### config.mk
export PLATFORM = sky130hd
export DESIGN_NAME = fifo_wr_arbiter
export DESIGN_NICKNAME = d
export VERILOG_FILES = /design/src/rtl/fifo_wr_arb_pkg.sv /design/src/rtl/fifo_wr_arbiter_rr_pick.sv /design/src/rtl/fifo_wr_arbiter.sv
export SDC_FILE = /design/constraint.sdc
export NUM_CORES = 1
export LEC_CHECK = 0
export CAP_MARGIN = 20
export CORE_AREA = 2 2 49 51
export DETAILED_ROUTE_END_ITERATION = 10
export DIE_AREA = 0 0 51 53
export PLACE_DENSITY = 0.76
export SLEW_MARGIN = 20
export SYNTH_ARGS = -nofsm -noshare
export SYNTH_HDL_FRONTEND = slang
export SYNTH_SLANG_ARGS = --single-unit
### constraint.sdc
create_clock -name wclk -period 2.21 [get_ports wclk]
set_input_delay 0.442 -clock wclk [delete_from_list [all_inputs] [get_ports wclk]]
set_output_delay 0.442 -clock wclk [all_outputs]
set_load 0.03 [all_outputs]
### src/rtl/fifo_wr_arb_pkg.sv
// Shared types and defaults for the FIFO write-port arbiter.
// Burst mode is selected with the WR_ARB_BURST_EN macro (see fifo_wr_arbiter).
package fifo_wr_arb_pkg;

  typedef enum logic {
    ARB_IDLE = 1'b0,
    ARB_BUSY = 1'b1
  } arb_state_e;

  localparam int NUM_REQ_DEF    = 4;
  localparam int MAX_BURST_DEF  = 4;
  localparam int DATA_WIDTH_DEF = 8;

  // Next index after idx, wrapping modulo n.
  function automatic int next_idx(input int idx, input int n);
    return (idx >= n - 1) ? 0 : idx + 1;
  endfunction

endpackage

### src/rtl/fifo_wr_arbiter_rr_pick.sv
// Combinational round-robin picker: first valid index at or above start_i,
// wrapping around. Shared by the idle pick and the release re-arbitration.
module rr_pick
  import fifo_wr_arb_pkg::*;
#(
  parameter int NUM_REQ = NUM_REQ_DEF,
  localparam int IDW    = $clog2(NUM_REQ)
) (
  input  logic [NUM_REQ-1:0] valid_i,
  input  logic [IDW-1:0]     start_i,
  output logic [IDW-1:0]     pick_o,
  output logic               found_o
);

  // Scan all requesters starting at start_i and latch the first valid one.
  always_comb begin
    int   raw;
    int   idx;
    logic take;
    pick_o  = '0;
    found_o = 1'b0;
    raw     = 0;
    idx     = 0;
    take    = 1'b0;
    for (int i = 0; i < NUM_REQ; i++) begin
      raw     = int'(start_i) + i;
      idx     = (raw >= NUM_REQ) ? raw - NUM_REQ : raw;
      take    = !found_o && valid_i[idx];
      pick_o  = take ? IDW'(idx) : pick_o;
      found_o = found_o | take;
    end
  end

endmodule

### src/rtl/fifo_wr_arbiter.sv
// Round-robin arbiter sharing the async FIFO write port among NUM_REQ
// requesters in the wclk domain. A grant is held for up to MAX_BURST beats
// when WR_ARB_BURST_EN is defined; otherwise every accepted beat releases
// the grant (per-beat round-robin). The FIFO full flag stalls the holder.
module fifo_wr_arbiter
  import fifo_wr_arb_pkg::*;
#(
  parameter int NUM_REQ    = NUM_REQ_DEF,
  parameter int DATA_WIDTH = DATA_WIDTH_DEF,
  parameter int MAX_BURST  = MAX_BURST_DEF,
  localparam int IDW       = $clog2(NUM_REQ)
) (
  input  logic                          wclk,
  input  logic                          wrst_n,
  input  logic [NUM_REQ-1:0]            req_valid_i,
  input  logic [NUM_REQ*DATA_WIDTH-1:0] req_data_i,
  input  logic                          full_i,
  output logic [NUM_REQ-1:0]            req_ready_o,
  output logic                          w_en_o,
  output logic [DATA_WIDTH-1:0]         wdata_o,
  output logic                          grant_valid_o,
  output logic [IDW-1:0]                grant_id_o
);

  arb_state_e            state_q;
  logic [IDW-1:0]        grant_id_q;
  logic [IDW-1:0]        last_id_q;
  logic [IDW-1:0]        start_s;
  logic [IDW-1:0]        pick_s;
  logic                  found_s;
  logic                  busy_s;
  logic                  hold_valid_s;
  logic                  accept_s;
  logic                  last_beat_s;
  logic                  release_s;
  logic [DATA_WIDTH-1:0] gnt_data_s;

`ifdef WR_ARB_BURST_EN
  localparam int CW = $clog2(MAX_BURST + 1);
  logic [CW-1:0] beat_cnt_q;
  assign last_beat_s = (beat_cnt_q == CW'(MAX_BURST - 1));
`else
  // Burst length collapses to one beat; MAX_BURST only has to be legal.
  assign last_beat_s = (MAX_BURST >= 1);
`endif

  assign busy_s       = (state_q == ARB_BUSY);
  assign hold_valid_s = req_valid_i[grant_id_q];
  assign accept_s     = busy_s & hold_valid_s & ~full_i;
  // A stall under full never releases; only a dropped valid or the last beat does.
  assign release_s    = busy_s & (~hold_valid_s | (accept_s & last_beat_s));
  // Idle searches after the last holder; busy searches after the current one,
  // which makes the current holder rank lowest while staying eligible.
  assign start_s      = IDW'(next_idx(int'(busy_s ? grant_id_q : last_id_q), NUM_REQ));

  rr_pick #(.NUM_REQ(NUM_REQ)) u_pick (
    .valid_i (req_valid_i),
    .start_i (start_s),
    .pick_o  (pick_s),
    .found_o (found_s)
  );

  // Select the granted requester's data slice (data path only).
  always_comb begin
    gnt_data_s = '0;
    for (int i = 0; i < NUM_REQ; i++) begin
      gnt_data_s = (grant_id_q == IDW'(i)) ? req_data_i[i*DATA_WIDTH +: DATA_WIDTH] : gnt_data_s;
    end
  end

  assign w_en_o        = accept_s;
  assign wdata_o       = accept_s ? gnt_data_s : '0;
  assign req_ready_o   = accept_s ? (NUM_REQ'(1) << grant_id_q) : '0;
  assign grant_valid_o = busy_s;
  assign grant_id_o    = grant_id_q;

  // Arbiter FSM: idle pick, burst counting, release and same-cycle handover.
  always_ff @(posedge wclk or negedge wrst_n) begin
    if (!wrst_n) begin
      state_q    <= ARB_IDLE;
      grant_id_q <= '0;
      last_id_q  <= IDW'(NUM_REQ - 1);
`ifdef WR_ARB_BURST_EN
      beat_cnt_q <= '0;
`endif
    end else begin
      case (state_q)
        ARB_IDLE: begin
          if (found_s) begin
            state_q    <= ARB_BUSY;
            grant_id_q <= pick_s;
`ifdef WR_ARB_BURST_EN
            beat_cnt_q <= '0;
`endif
          end
        end
        ARB_BUSY: begin
          if (release_s) begin
            last_id_q <= grant_id_q;
`ifdef WR_ARB_BURST_EN
            beat_cnt_q <= '0;
`endif
            if (found_s) begin
              grant_id_q <= pick_s;
            end else begin
              state_q <= ARB_IDLE;
            end
          end else begin
`ifdef WR_ARB_BURST_EN
            if (accept_s) begin
              beat_cnt_q <= beat_cnt_q + CW'(1);
            end
`endif
          end
        end
        default: begin
          state_q <= ARB_IDLE;
        end
      endcase
    end
  end

endmodule
==> results of run 1 <==
## cell usage in the layout (no fill, tap or decap), types with 3 or more instances in the layout
master / n
buf_4: 19
clkbuf_4: 3
clkdlybuf4s50_1: 37
dlygate4sd2_1: 4
inv_1: 3
mux2i_1: 3
mux4_1: 4
mux4_2: 5
nor2b_1: 9
## critical path, stage by stage
cell           delay [ns]
dlygate4sd2_1        0.24
mux4_2               0.48
nand3b_1             0.16
inv_1                0.08
and3_4               0.18
buf_6                0.13
## worst min-delay path by stage
stage	endpoint	startpoint
5_1_grt	grant_valid_o	wrst_n
2_1_floorplan	grant_id_o[0]	wrst_n
6_report	grant_valid_o	wrst_n
3_5_place_dp	last_id_q[0]	last_id_q[0]
3_3_place_gp	last_id_q[1]	last_id_q[1]
4_1_cts	grant_valid_o	wrst_n
## power by group
part | internal, mW | switching (mW)
clock network | 0.0685 | 0.0406
logic | 0.522 | 0.475
registers | 0.146 | 0.0258
## stage by stage
step	setup WS (ns)	cell area, µm²	power, mW	setup TNS (ns)
5_1_grt	-0.01373	1297	1.358	-0.01889
2_1_floorplan	-0.03967	663.1	0.8403	-0.2248
3_5_place_dp	-0.5137	1250	1.147	-2.462
6_report	0.05712	1297	1.277	0
3_3_place_gp	-0.5062	1250	1.125	-2.379
4_1_cts	0.03144	1289	1.281	0
## kinds of logic after synthesis
family,Yosys count,share of synthesized area
AO/OA/AOI/OAI,8,0.09570
buffers and inverters,8,0.06250
flip-flops,5,0.1992
multiplexers,15,0.4453
AND/OR/NAND/NOR,19,0.1973
## registers in the layout (all words and copies together), names as in the netlist
signal and flops:
last_id_q 2, grant_valid_o 1, grant_id_o 2
## area by class of cell
class,instances,area [µm²],area share
Clock buffer,4,26.28,0.02025
Inverter,3,11.26,0.008679
Timing Repair Buffer,64,596.8,0.4600
Tap cell,28,35.03,0.02700
Multi-Input combinational cell,42,499.2,0.3848
Sequential cell,5,128.9,0.09933
## routing by layer
| layer | global-route usage | up-vias |
|---|---|---|
| met3 | 0.05085 | 2 |
| met2 | 0.3420 | 44 |
| met4 | 0.09459 | 0 |
| met5 | 0 | - |
| met1 | 0.1849 | 366 |
| li1 | - | 344 |
## timing repair
| item | in CTS | in global routing |
|---|---|---|
| gates resized for setup | 17 | 2 |
| setup buffers | 0 | 0 |
| pin swaps | 0 | 1 |
| endpoints found under the setup margin | 13 | 4 |
| cloned | 1 | 0 |
==> out/qor.txt, run 1 <==
========================================================================================
Top-level port count                                                                  55
Final worst hold slack                                                         0.4114 ns
Die width                                                                          51 µm
Number of pins with negative max-slew slack in the final report                        0
Result of the run                                                           finished, final reports clean
# H-tree levels                                                                        1
Leading post-synthesis cells by instance count                              9 x nor2b_1, 5 x mux4_2, 4 x mux4_1
Vertical extent of the die                                                         53 µm
M1 wire length                                                                    871 µm
Total half-perimeter wirelength after legalization and detailed placement        1835 µm
CTS tree                                                                             yes
Clk root buf                                                                    clkbuf_4
Count of vias placed by the detailed router                                          756
WP data arrival                                                                  1.71 ns
Deepest clock path buffer count                                                        2
Reg2reg end                                                                 grant_id_o[1]
Worst IR drop on VDD                                                           0.4615 mV
Latest clock arrival within the worst-skew pair                                  0.25 ns
Layout Cells excl Fill                                                               146
Port Buffer Count                                                                     54
CTS clk-pin slew, worst paths                                                    0.04 ns
Power per Cell Area                                                         984.4 mW/mm²
Setup Crit Path Kind                                                              in2out
Fill cell instance count of the final layout                                         178
Type of origin of the critical path                                           input port
Antenna violations before repair                                                       0
Startpoint of the most critical setup path                                  req_valid_i[3]
Share of the core filled with cells in the final layout                           0.6040
Portion of the post-synthesis area used by sequential elements                    0.1992
Hold buffer count at cts                                                               0
Die ar.                                                                     0.002703 mm²
Slew margin rel.                                                                  0.6564
Critical path capture point type                                              output pin
Syn Inst Count                                                                        55
Starting utilization of the core area                                             0.2982
Maximum net fanout on the critical path                                                3
Req. time, crit path                                                             1.77 ns
GRT Resource Usage Total                                                          0.1833
Count of unresolved DRC violations after routing                                       0
Post-route ant nets                                                                    0
Total number of placement rows                                                        17
Topmost layer with routed signal wires                                              met4
Portion of synthesized cell area occupied by the leading cell type                0.1758
Total of max-cap violations                                                            0
Via count of the first global-routing pass                                           750
Wire length of the first global-routing pass                                     3567 µm
Most frequent cell after synthesis                                               nor2b_1
End point of the critical path                                              req_ready_o[3]
Worst Reg2Reg Path Length in Cells                                                     5
Total of flip-flops plus latches after synthesis                                       5
Initial drt markers                                                                   18
Vias/cell                                                                          5.178
CTS sink count                                                                         5
Fraction of layout instances using a drive strength above 1                       0.3814
Total global routing overflow                                                          0
Cells taking the most area after synthesis                                  mux4_2 18%, mux4_1 16%, dfrtp_1 12%
Yosys warns                                                                            0
Async set-or-reset flop fraction in the synthesized netlist                        1.000
Synthesized area                                                               640.6 µm²
Post-DR wirelength/cell                                                         15.47 µm
Launch point of the worst reg-to-reg path                                   grant_id_o[0]
Tmin final                                                                      2.153 ns
Layout overhead on the synthesized area                                           102.5%
Detailed route wirelength on metal3                                               240 µm
Top cell type by total area after synthesis                                       mux4_2
Final Cycle Share                                                                 0.9742
Worst reg-to-reg setup slack                                                     0.45 ns
Met2 routed wirelength                                                           1123 µm
Placer congestion estimate                                                        0.7585
Yosys cell types                                                                      28
Fmax                                                                           464.5 MHz
WL final                                                                         2258 µm
Mean instance size in the synthesized netlist                                  11.65 µm²
Number of hold violations in the final report                                          0
Final setup violation count                                                            0
Setup repair after global routing missed its margin                                  yes
Pin count of the biggest net entering global routing                                  17
Post-Synthesis Net Count                                                              94
Actual transition at the worst max-transition pin                              0.5011 ns
Final Net Count                                                                      158
Ys flop type                                                                     dfrtp_1
Detailed-routing iteration count for the pre-antenna-repair pass                       4
Number of clock buffers inserted by TritonCTS                                          3
Number of enable-type register cells in the synthesized netlist                        0
Largest clock skew in the final design                                       0.003175 ns
Placeable Area                                                              0.002148 mm²
Leakage power of the design                                                    0.5550 nW
Inserted Diodes                                                                        0
Placed cells                                                                         141
Worst min-delay path category                                                   in2async
========================================================================================
Power figures use the tool's default switching activity.
==> run 2, diff against run 1 <==
SETUP_SLACK_MARGIN = 0.05   (was not set)
==> run 2 against run 1 <==
Clock skew down 0.0024 ns; clock-buffer cell count unchanged; final cell count up 1.4%; sequential cell count unchanged; sequential power about the same; register-to-register slack better by 0.06 ns; largest cell class unchanged; largest power group unchanged.
==> out/qor.txt, run 2 (synthesized netlist as in run 1, its figures left out) <==
========================================================================================
Most frequent cells in the layout                                           37 x clkdlybuf4s50_1, 20 x buf_4, 9 x nor2b_1
Pin count of the biggest net entering global routing                                  17   unchanged
Req. time, crit path                                                             1.77 ns   about the same
Fmax                                                                           472.0 MHz   +1.6%
Sequence of cells on the critical path                                      mux4_2 > nand3b_1 > inv_1 > and3_4 > buf_6
Placed cells                                                                         143   +1.4%
Delay of the slowest critical-path stage                                         0.51 ns   +0.03 ns
WP data arrival                                                                  1.68 ns   -0.03 ns
Inserted Diodes                                                                        0   unchanged
Maximum net fanout on the critical path                                                3   unchanged
Placer congestion estimate                                                        0.7585   unchanged
Total global routing overflow                                                          0   unchanged
Worst IR drop on VDD                                                           0.6607 mV   +43%
Latest clock arrival within the worst-skew pair                                  0.24 ns   about the same
Vias/cell                                                                          5.081   -1.9%
CTS sink count                                                                         5   unchanged
Port Buffer Count                                                                     54   unchanged
Initial drt markers                                                                   17   -1
Placeable Area                                                              0.002148 mm²   unchanged
GRT Resource Usage Total                                                          0.1708   -0.01245
Tmin final                                                                      2.119 ns   -0.03418 ns
Count of vias placed by the detailed router                                          752   -0.53%
Number of clock buffers inserted by TritonCTS                                          3   unchanged
Fraction of layout instances using a drive strength above 1                       0.3917   +0.01031
Total number of placement rows                                                        17   unchanged
Die ar.                                                                     0.002703 mm²   unchanged
Leakage power of the design                                                    0.5580 nW   +0.55%
Type of origin of the critical path                                            flip-flop
Share of the core filled with cells in the final layout                           0.6075   +0.003495
Die width                                                                          51 µm   unchanged
CTS tree                                                                             yes
Fill cell instance count of the final layout                                         181   +1.7%
Total of max-cap violations                                                            0   unchanged
Slowest cell on the critical path                                                 mux4_2
Most common library cell in the layout ignoring fill and taps               clkdlybuf4s50_1
Result of the run                                                           finished, final reports clean
Actual transition at the worst max-transition pin                              0.4580 ns   -0.04310 ns
Post-CTS setup buffer count                                                            0   unchanged
Critical path capture point type                                              output pin
Post-route ant nets                                                                    0   unchanged
Number of hold violations in the final report                                          0   unchanged
Clk root buf                                                                    clkbuf_4
Final Cycle Share                                                                 0.9587   -0.01547
Antenna violations before repair                                                       0   unchanged
Top-level port count                                                                  55   unchanged
Slew margin rel.                                                                  0.6860   +0.02955
Layout overhead on the synthesized area                                           103.7%
Total half-perimeter wirelength after legalization and detailed placement        1860 µm   +1.3%
Layout Cells excl Fill                                                               148   +1.4%
Detailed-routing iteration count for the pre-antenna-repair pass                       3   -1
WL final                                                                         2269 µm   +0.49%
Starting utilization of the core area                                             0.2982   unchanged
Via count of the first global-routing pass                                           698   -6.9%
Wire length of the first global-routing pass                                     3394 µm   -4.9%
Worst min-delay path category                                                   in2async
Final Net Count                                                                      160   +1.3%
Largest clock skew in the final design                                      0.0007751 ns   -0.002400 ns
Number of pins with negative max-slew slack in the final report                        0   unchanged
Setup repair after global routing missed its margin                                  yes
Final setup violation count                                                            0   unchanged
CTS clk-pin slew, worst paths                                                    0.04 ns   about the same
Post-DR wirelength/cell                                                         15.33 µm   -0.87%
Power per Cell Area                                                         966.5 mW/mm²   -1.8%
Deepest clock path buffer count                                                        2   unchanged
Vertical extent of the die                                                         53 µm   unchanged
Setup Crit Path Kind                                                             reg2out
# H-tree levels                                                                        1   unchanged
Count of unresolved DRC violations after routing                                       0   unchanged
========================================================================================
## run 2: per-layer routing
| metal | GRT usage | vias to the layer above | routed length (µm) |
|---|---|---|---|
| met5 | 0 | - | 0 |
| met4 | 0.06757 | 0 | 0 |
| met3 | 0.03672 | 0 | 204 |
| met2 | 0.2965 | 38 | 1059 |
| met1 | 0.2049 | 362 | 1006 |
| li1 | - | 352 | - |
## run 2: final timing paths
kind	startpoint	slack, ns	depth (start not counted)	endpoint
worst max-delay path	grant_id_o[0]	0.09	5	req_ready_o[3]
worst min-delay path	wrst_n	0.43	1	grant_id_o[1]
worst max register to register	grant_id_o[0]	0.51	5	grant_id_o[1]
worst min register to register	last_id_q[1]	0.62	1	last_id_q[1]
max in group asynchronous	wrst_n	1.53	1	last_id_q[1]
min in group wclk	last_id_q[1]	0.62	1	last_id_q[1]
## run 2: repair_timing
action | CTS | global route
hold endpoints to repair | 0 | 0
gates cloned | 1 | 0
gates resized for setup | 24 | 0
pin swaps | 1 | 2
hold buffers | 0 | 0
setup endpoints to repair | 13 | 13
## run 2: metrics by stage
step / area [µm²] / setup TNS, ns / worst slack, ns / hold slack (ns) / power (mW)
finish: 1305 / 0 / 0.09130 / 0.4285 / 1.261
global route: 1305 / -0.005953 / -0.005953 / 0.4370 / 1.339
CTS: 1305 / 0 / 0.05847 / 0.4297 / 1.281
detailed placement: 1264 / -2.442 / -0.5135 / 0.6150 / 1.147
global placement: 1264 / -2.261 / -0.5105 / 0.6090 / 1.128
floorplan: 661.9 / -0.1717 / -0.03017 / 0.1464 / 0.8338
## run 2: power by group
group	internal [mW]	switching (mW)	total, mW
sequential	0.146	0.0248	0.171
clock	0.0682	0.0361	0.104
combinational	0.516	0.470	0.986
## run 2: final cells by class
class | count | area, µm² | area share
inverters | 3 | 11.26 | 0.008629
well taps | 28 | 35.03 | 0.02685
flip-flops and latches | 5 | 128.9 | 0.09875
repair buffers | 66 | 610.6 | 0.4679
multi-input cells | 42 | 493.0 | 0.3778
clock buffers | 4 | 26.28 | 0.02013
## run 2: critical path, delay by kind of cell, from the launching register on
family | cells | cell delay, ns
buf+inv | 2 | 0.21
simple gates | 2 | 0.35
mux | 1 | 0.51
flops | 1 | 0.37
